### config.mk
export PLATFORM = sky130hd
export DESIGN_NAME = mem_arbiter
export DESIGN_NICKNAME = d
export VERILOG_FILES = /design/src/rtl/cpu_defs.sv /design/src/rtl/arb_starve_counter.sv /design/src/rtl/mem_arbiter.sv
export SDC_FILE = /design/constraint.sdc
export NUM_CORES = 1
export LEC_CHECK = 0
export ABC_AREA = 1
export CORE_UTILIZATION = 29
export CTS_CLUSTER_DIAMETER = 80
export DETAILED_ROUTE_END_ITERATION = 7
export PLACE_DENSITY = 0.66
export SYNTH_ARGS = -nofsm -noshare
export SYNTH_HDL_FRONTEND = slang
export SYNTH_SLANG_ARGS = --single-unit
export TNS_END_PERCENT = 1
### constraint.sdc
create_clock -name clock -period 2.4 [get_ports clock]
set_input_delay 0.72 -clock clock [delete_from_list [all_inputs] [get_ports clock]]
set_output_delay 0.72 -clock clock [all_outputs]
set_load 0.05 [all_outputs]
### src/rtl/cpu_defs.sv
// Shared CPU definitions: arbiter FSM state encoding and default bus widths.
// No ports; imported by mem_arbiter and arb_starve_counter.
package cpu_defs;

   localparam int unsigned ADDR_W_DEF     = 16;
   localparam int unsigned DATA_W_DEF     = 16;
   localparam int unsigned STARVE_MAX_DEF = 3;

   typedef enum logic [1:0] {
      ST_IDLE    = 2'd0,
      ST_IF_BUSY = 2'd1,
      ST_DM_BUSY = 2'd2
   } arb_state_e;

endpackage

### src/rtl/arb_starve_counter.sv
// Counts consecutive data grants issued while a fetch is waiting; saturates at MAX.
// Ports: clock, reset (sync active-low), if_req, if_grant, dm_grant in;
//        at_max_c out (combinational: counter has reached MAX).
module arb_starve_counter
   import cpu_defs::*;
#(
   parameter int unsigned MAX = STARVE_MAX_DEF
) (
   input  logic clock,
   input  logic reset,
   input  logic if_req,
   input  logic if_grant,
   input  logic dm_grant,
   output logic at_max_c
);

   localparam int unsigned CNT_W = (MAX < 1) ? 1 : $clog2(MAX + 1);

   logic [CNT_W-1:0] count;

   assign at_max_c = (count == CNT_W'(MAX));

   // A fetch grant or an absent fetch resets the run of data grants.
   always_ff @(posedge clock) begin
      if (!reset) begin
         count <= '0;
      end else if (!if_req || if_grant) begin
         count <= '0;
      end else if (dm_grant && !at_max_c) begin
         count <= count + CNT_W'(1);
      end
   end

endmodule

### src/rtl/mem_arbiter.sv
// Arbitrates a single-port memory between instruction fetch (if_*) and data
// memory (dm_*) requesters, data first with a starvation guard for fetch.
// Ports: clock, reset (sync active-low); if_req/if_addr/if_abort in,
//        if_ready/if_rdata/if_stall out; dm_req/dm_we/dm_addr/dm_wdata/dm_be in,
//        dm_ready/dm_rdata/dm_stall out; mem_req/mem_we/mem_addr/mem_wdata/mem_be
//        out (registered), mem_ready/mem_rdata in.
module mem_arbiter
   import cpu_defs::*;
#(
   parameter int unsigned ADDR_W     = ADDR_W_DEF,
   parameter int unsigned DATA_W     = DATA_W_DEF,
   parameter int unsigned STARVE_MAX = STARVE_MAX_DEF
) (
   input  logic                clock,
   input  logic                reset,
   input  logic                if_req,
   input  logic [ADDR_W-1:0]   if_addr,
   input  logic                if_abort,
   output logic                if_ready,
   output logic [DATA_W-1:0]   if_rdata,
   input  logic                dm_req,
   input  logic                dm_we,
   input  logic [ADDR_W-1:0]   dm_addr,
   input  logic [DATA_W-1:0]   dm_wdata,
   input  logic [DATA_W/8-1:0] dm_be,
   output logic                dm_ready,
   output logic [DATA_W-1:0]   dm_rdata,
   output logic                if_stall,
   output logic                dm_stall,
   output logic                mem_req,
   output logic                mem_we,
   output logic [ADDR_W-1:0]   mem_addr,
   output logic [DATA_W-1:0]   mem_wdata,
   output logic [DATA_W/8-1:0] mem_be,
   input  logic                mem_ready,
   input  logic [DATA_W-1:0]   mem_rdata
);

   localparam int unsigned BE_W = DATA_W / 8;

   arb_state_e state;
   arb_state_e state_next;
   logic       grant_if;
   logic       grant_dm;
   logic       cand_if;
   logic       cand_dm;
   logic       arb_en;
   logic       starve_max;
   logic       drop;

   arb_starve_counter #(
      .MAX (STARVE_MAX)
   ) u_starve (
      .clock    (clock),
      .reset    (reset),
      .if_req   (if_req),
      .if_grant (grant_if),
      .dm_grant (grant_dm),
      .at_max_c (starve_max)
   );

   // State register.
   always_ff @(posedge clock) begin
      if (!reset) state <= ST_IDLE;
      else        state <= state_next;
   end

   // Next state and grant: arbitrate in IDLE, or on completion excluding the finisher.
   always_comb begin
      state_next = state;
      arb_en     = 1'b0;
      cand_if    = 1'b0;
      cand_dm    = 1'b0;
      grant_if   = 1'b0;
      grant_dm   = 1'b0;
      case (state)
         ST_IDLE: begin
            arb_en  = 1'b1;
            cand_if = if_req & ~if_abort;
            cand_dm = dm_req;
         end
         ST_IF_BUSY: begin
            arb_en  = mem_ready;
            cand_dm = dm_req;
         end
         ST_DM_BUSY: begin
            arb_en  = mem_ready;
            cand_if = if_req & ~if_abort;
         end
         default: state_next = ST_IDLE;
      endcase
      if (arb_en) begin
         grant_dm = cand_dm & ~(cand_if & starve_max);
         grant_if = cand_if & ~grant_dm;
         if (grant_dm)      state_next = ST_DM_BUSY;
         else if (grant_if) state_next = ST_IF_BUSY;
         else               state_next = ST_IDLE;
      end
   end

   // Completion outputs; a dropped fetch finishes on the bus silently.
   always_comb begin
      if_ready = 1'b0;
      dm_ready = 1'b0;
      if_rdata = '0;
      dm_rdata = '0;
      if (reset && mem_ready) begin
         case (state)
            ST_IF_BUSY: begin
               if (!drop && !if_abort) begin
                  if_ready = 1'b1;
                  if_rdata = mem_rdata;
               end
            end
            ST_DM_BUSY: begin
               dm_ready = 1'b1;
               dm_rdata = mem_rdata;
            end
            default: ;
         endcase
      end
      if_stall = if_req & ~if_ready;
      dm_stall = dm_req & ~dm_ready;
   end

   // Drop flag: remembers a redirect seen while the fetch is still on the bus.
   always_ff @(posedge clock) begin
      if (!reset) begin
         drop <= 1'b0;
      end else if (state == ST_IF_BUSY) begin
         if (mem_ready)     drop <= 1'b0;
         else if (if_abort) drop <= 1'b1;
      end else begin
         drop <= 1'b0;
      end
   end

   // Memory-side request, captured at grant and held for the whole access.
   always_ff @(posedge clock) begin
      if (!reset) begin
         mem_req   <= 1'b0;
         mem_we    <= 1'b0;
         mem_addr  <= '0;
         mem_wdata <= '0;
         mem_be    <= '0;
      end else if (grant_dm) begin
         mem_req   <= 1'b1;
         mem_we    <= dm_we;
         mem_addr  <= dm_addr;
         mem_wdata <= dm_wdata;
         mem_be    <= dm_be;
      end else if (grant_if) begin
         mem_req   <= 1'b1;
         mem_we    <= 1'b0;
         mem_addr  <= if_addr;
         mem_wdata <= '0;
         mem_be    <= BE_W'(0);
      end else if (state != ST_IDLE && mem_ready) begin
         mem_req   <= 1'b0;
         mem_we    <= 1'b0;
         mem_addr  <= '0;
         mem_wdata <= '0;
         mem_be    <= '0;
      end
   end

endmodule
=== After elaboration in Yosys (flattened, before gate mapping) ===
Index checks and enable logic that the tools add are counted.

* Output and inout bits: 72
* Logic and storage cells: 76
* Flip-flop bits (word level): 41

* Reduce and logical (&&, ||, !) cells: 18
* Add/subtract/negate cells: 1
* Equality and inequality tests: 4
* Bitwise operators: 13
* Mux-type cells: 32

{| class="wikitable"
|+ Operators by type and width
! cell !! count
|-
| $mux W16 || 10
|-
| $mux W1 || 15
|-
| $mux W2 || 6
|-
| $reduce_or A2 Y1 || 4
|-
| $not A1 Y1 || 7
|-
| $and A1 B1 Y1 || 6
|-
| $reduce_or A3 Y1 || 2
|-
| $eq A2 B2 Y1 const B || 2
|-
| $logic_and A1 B1 Y1 || 4
|-
| $logic_not A1 Y1 || 4
|-
| $reduce_bool A3 Y1 || 1
|-
| $add A2 B1 Y2 const B || 1
|-
| $eq A2 B1 Y1 const B || 1
|-
| $logic_not A2 Y1 || 1
|-
| $ne A2 B1 Y1 const B || 1
|-
| $pmux W1 S2 || 1
|-
| $reduce_bool A2 Y1 || 1
|-
| $logic_or A1 B1 Y1 || 1
|}

=== Longest topological paths before layout ===
* Word-level depth: 11
* Gate-level depth with buffers: 12
* Mapped depth without buffers: 11

=== Modules after synthesis ===
Synthesis repeated with hierarchy kept, for this count alone.

* Cells, all modules: 369
* Area total of the unflattened synthesis: 2,381.0 sq um

{| class="wikitable"
|+ By module, submodules not included
! module !! seq. area each (sq um) !! times used !! cells an instance !! area each (sq um)
|-
| mem_arbiter || 780.7 || 1 || 351 || 2,263.4
|-
| arb_starve_counter || 40.0 || 1 || 18 || 117.6
|}

=== Worst setup path before layout ===
OpenSTA, ideal clock, no wires.

* Path kind: input port to output port
* Start: input mem_ready
* End: output dm_rdata[10]
* Cell stages on the path: 5
* Slack: -1,103 ps
* Arrival: 2,783 ps
* Path buffers: 1
* Path through: nand2_1 nor2_1 clkinv_1 clkbuf_1 nor2_1

* Cells in the longest elaborated chain, start to end: 2

{| class="wikitable"
|+ RTL lines
! item !! RTL line !! RTL
|-
| from (decl) || mem_arbiter.sv:35 || <nowiki>input logic mem_ready,</nowiki>
|-
| $logic_and A1 B1 Y1 || mem_arbiter.sv:107 || <nowiki>if (reset && mem_ready) begin</nowiki>
|-
| $mux W16 || mem_arbiter.sv:107 ||
|-
| to (decl) || mem_arbiter.sv:27 || <nowiki>output logic [DATA_W-1:0] dm_rdata,</nowiki>
|}

No other way between the ends.

=== Worst setup path after layout ===
* Start: input reset
* End: output if_rdata[11]

* Cells in the longest elaborated chain, start to end: 2

{| class="wikitable"
|+ RTL lines
! item !! RTL line !! RTL
|-
| from (decl) || mem_arbiter.sv:15 || <nowiki>input logic reset,</nowiki>
|-
| $logic_and A1 B1 Y1 || mem_arbiter.sv:107 ||
|-
| $mux W16 || mem_arbiter.sv:107 ||
|-
| to (decl) || mem_arbiter.sv:20 || <nowiki>output logic [DATA_W-1:0] if_rdata,</nowiki>
|}

No other way between the ends.

==> out/summary.txt <==
post-synth top area cell: dfxtp_1
outcome: finished, final reports clean
post-synth top area share: 0.349
# rows: 32
Horiz. Die Dim: 92.0 µm
Fin Clk Skew: 0.00776 ns
Cell Pwr Density: 524 nW/µm²
Period minus WS final: 2.35 ns
Non-Filler Instances: 620
top post-synthesis cells by area: dfxtp_1 35%, nand4_1 14%, nand2_1 11%
RSZ-0062 raised after global routing: false
DR WL/cell: 13.9 µm
Logic pwr share: 0.452
ys flop type: dfxtp_1
endpoints failing setup: 0
xor/xnor share of the synthesized area: 0
diodes inserted: 0
Max VDD drop: 0.339 mV
antenna-violating nets left: 0
Yosys reg bits: 41
P_leak: 2.02 nW
slowest CP cell: buf_16
total die area: 8470 µm²
core area: 7770 µm²
Mapped Nets: 441
vias per cell: 4.77
first-pass GRT wire length: 14.2 mm
Synth top cells by count: 69 x nand2_1, 68 x nor2_1, 52 x nand4_1
Seq pwr share: 0.318
Avg Cell Area, Syn: 6.47 µm²
Max-Cap Viols: 0
Final Instance Area: 4830 µm²
Max FO, Critical Path: 5
Final Max Tran Viols: 0
Post-Synth Adder-Cell Area: 0.0266
post-synth cell types: 22
Clk pwr share: 0.229
largest net degree at the start of global routing: 28
clk_lat worst skew: 0.29 ns
routed vias: 2,959
Hold Fails Final Rpt: 0
DRT iter0 DRCs: 97
Port Buf Inserts: 144
layout cells sized above 1: 0.243
initial antenna violation count: 0
Syn Inst Count: 363
Sw Ratio: 0.386
fill count: 672
CTS tree: done
gr ovfl total: 0
CP startpoint kind: input port
GP Congestion: 0.788
HP Class: reg2reg
Post-Place Cells: 606
Tcrit/Tclk final: 0.980
utilization after layout: 0.621
number of buffers created by CTS: 5
Worst Path Arrival: 1.63 ns
Fmax achieved: 425 MHz
FFs w/ async S/R, synth: 0
die height: 92.0 µm
Post-synth EDFFs: 0
Post-DP HPWL: 6.51 mm
max incr delay on CP: 0.21 ns
largest family of logic cells by synthesized area: simple AND/OR/NAND/NOR gates
capturing element type of the critical path: primary output
worst rel slew slack: 0.562
setup TNS: 0 ns
count leader, synth: nand2_1
Longest Clk Path Bufs: 2
post-synthesis sequential area ratio: 0.349
vias in the first global route: 2,924
Initial Utilization: 0.303
DRT Wirelength: 8.59 mm
DRC viols: 0
clk sinks: 41
Tot GR Track Use: 0.209
Placement Cell Area: 4450 µm²
Cell Int Power: 1.55 mW
Critical path buffers and inverters: 4
Hold WS: 0.486 ns
Reg clk slew, reported paths: 0.07 ns
Slew @ Worst Pin: 0.657 ns
Yosys warnings: 0
Worst EP required: 1.68 ns
area grow syn2layout: 105%
type of the worst setup path: in2out
Detailed Routing Iterations Pass 1: 4
Root Driver: clkbuf_8
Post-Synth Simple-Gate Area: 0.429
Synth Area in Compound Gates: 0.0591
Mapped Area: 2350 µm²
post-synthesis mux area share: 0
I/O pin count: 145
crit-path cells: buf_2, nand2_4, inv_2, nand3_4, buf_16, nor2_4, buf_12
Final #Nets: 595
CTS H-tree depth: 2
P_sw: 0.978 mW
cell family with most CP delay: buffers and inverters
[per-layer routing]
metal / vias up / GRT usage / routed length (µm)
met1: 1348 / 0.254 / 3690
met2: 115 / 0.377 / 4250
li1: 1491 / - / -
met5: - / 0 / 0
met3: 5 / 0.0431 / 606
met4: 0 / 0.0417 / 44
[worst min-delay path: cells and delay by family (launching register included)]
kind / cells / cell delay (ns)
flip-flops: 1 / 0.32
AND/OR/NAND/NOR: 1 / 0.06
AO/OA/AOI/OAI: 1 / 0.06
[sequential cells by signal, indices dropped and copies added, names as in the netlist]
signal	count
state	2
mem_req	1
mem_wdata	16
mem_we	1
mem_addr	16
drop	1
u_starve.count	2
mem_be	2
[repair_timing]
| item | CTS | global route |
|---|---|---|
| endpoints found under the hold margin | 0 | 0 |
| setup buffers | 2 | 0 |
| hold buffers | 0 | 0 |
| gates resized for setup | 47 | 6 |
| cloned | 4 | 0 |
| pin swaps | 6 | 3 |
| setup endpoints to repair | 36 | 28 |
[path summary, 6_finish.rpt]
path                                        start                 to  slack (ns)  cells past startpoint
worst max-delay path                        reset       if_rdata[11]        0.05                      7
worst min-delay path            u_starve.count[1]  u_starve.count[1]        0.49                      2
worst max register to register           state[0]      mem_wdata[14]        0.66                     10
worst min register to register  u_starve.count[1]  u_starve.count[1]        0.49                      2
[cells by family after synthesis]
family | Yosys count
flops | 41
compound gates | 25
simple gates | 217
buf+inv | 75
fa+ha+maj | 5
[cell usage in the layout (no fill, tap or decap)]
cell and instances:
nand3_2 1, buf_2 3, inv_2 4, nor3_1 1
inv_1 45, nand2_2 2, nand3_1 20, o21a_1 1
clkbuf_8 6, nand2_1 68, nor2_4 29, clkdlybuf4s50_1 105
buf_4 20, ha_2 1, buf_12 38, nand2_4 1
nand3_4 2, nand4_1 52, clkinv_8 2, buf_6 2
ha_1 4, clkinvlp_4 1, a21oi_4 1, nor2_1 34
nor2_2 7, dfxtp_1 39, a21oi_1 23, bufinv_16 1
dfxtp_2 2, buf_16 3
[area by class of cell]
| type | count | area (µm²) | area share |
|---|---|---|---|
| Timing Repair Buffer | 171 | 2080 | 0.431 |
| Multi-Input combinational cell | 247 | 1460 | 0.302 |
| Sequential cell | 41 | 823 | 0.171 |
| Inverter | 50 | 200 | 0.0415 |
| Tap cell | 102 | 128 | 0.0264 |
| Clock buffer | 6 | 82.6 | 0.0171 |
| Clock inverter | 2 | 37.5 | 0.00778 |
| Timing Repair inverter | 1 | 16.3 | 0.00337 |
[metrics by stage]
stage                     power (mW)  worst slack (ns)
after global placement          1.93            -0.418
after CTS                       2.55        -0.0000518
after global routing            2.68         0.0000951
after floorplan                 1.51            -0.159
after detailed placement        1.95            -0.468
final                           2.53            0.0479
[power groups by stage]
stage	Sequential, mW	Clock [mW]	Combinational [mW]
floorplan	1.08	0	0.437
global placement	0.820	0	1.11
detailed placement	0.821	0	1.13
CTS	0.806	0.596	1.15
global route	0.818	0.628	1.23
finish	0.806	0.580	1.14
Power figures use the tool's default switching activity.
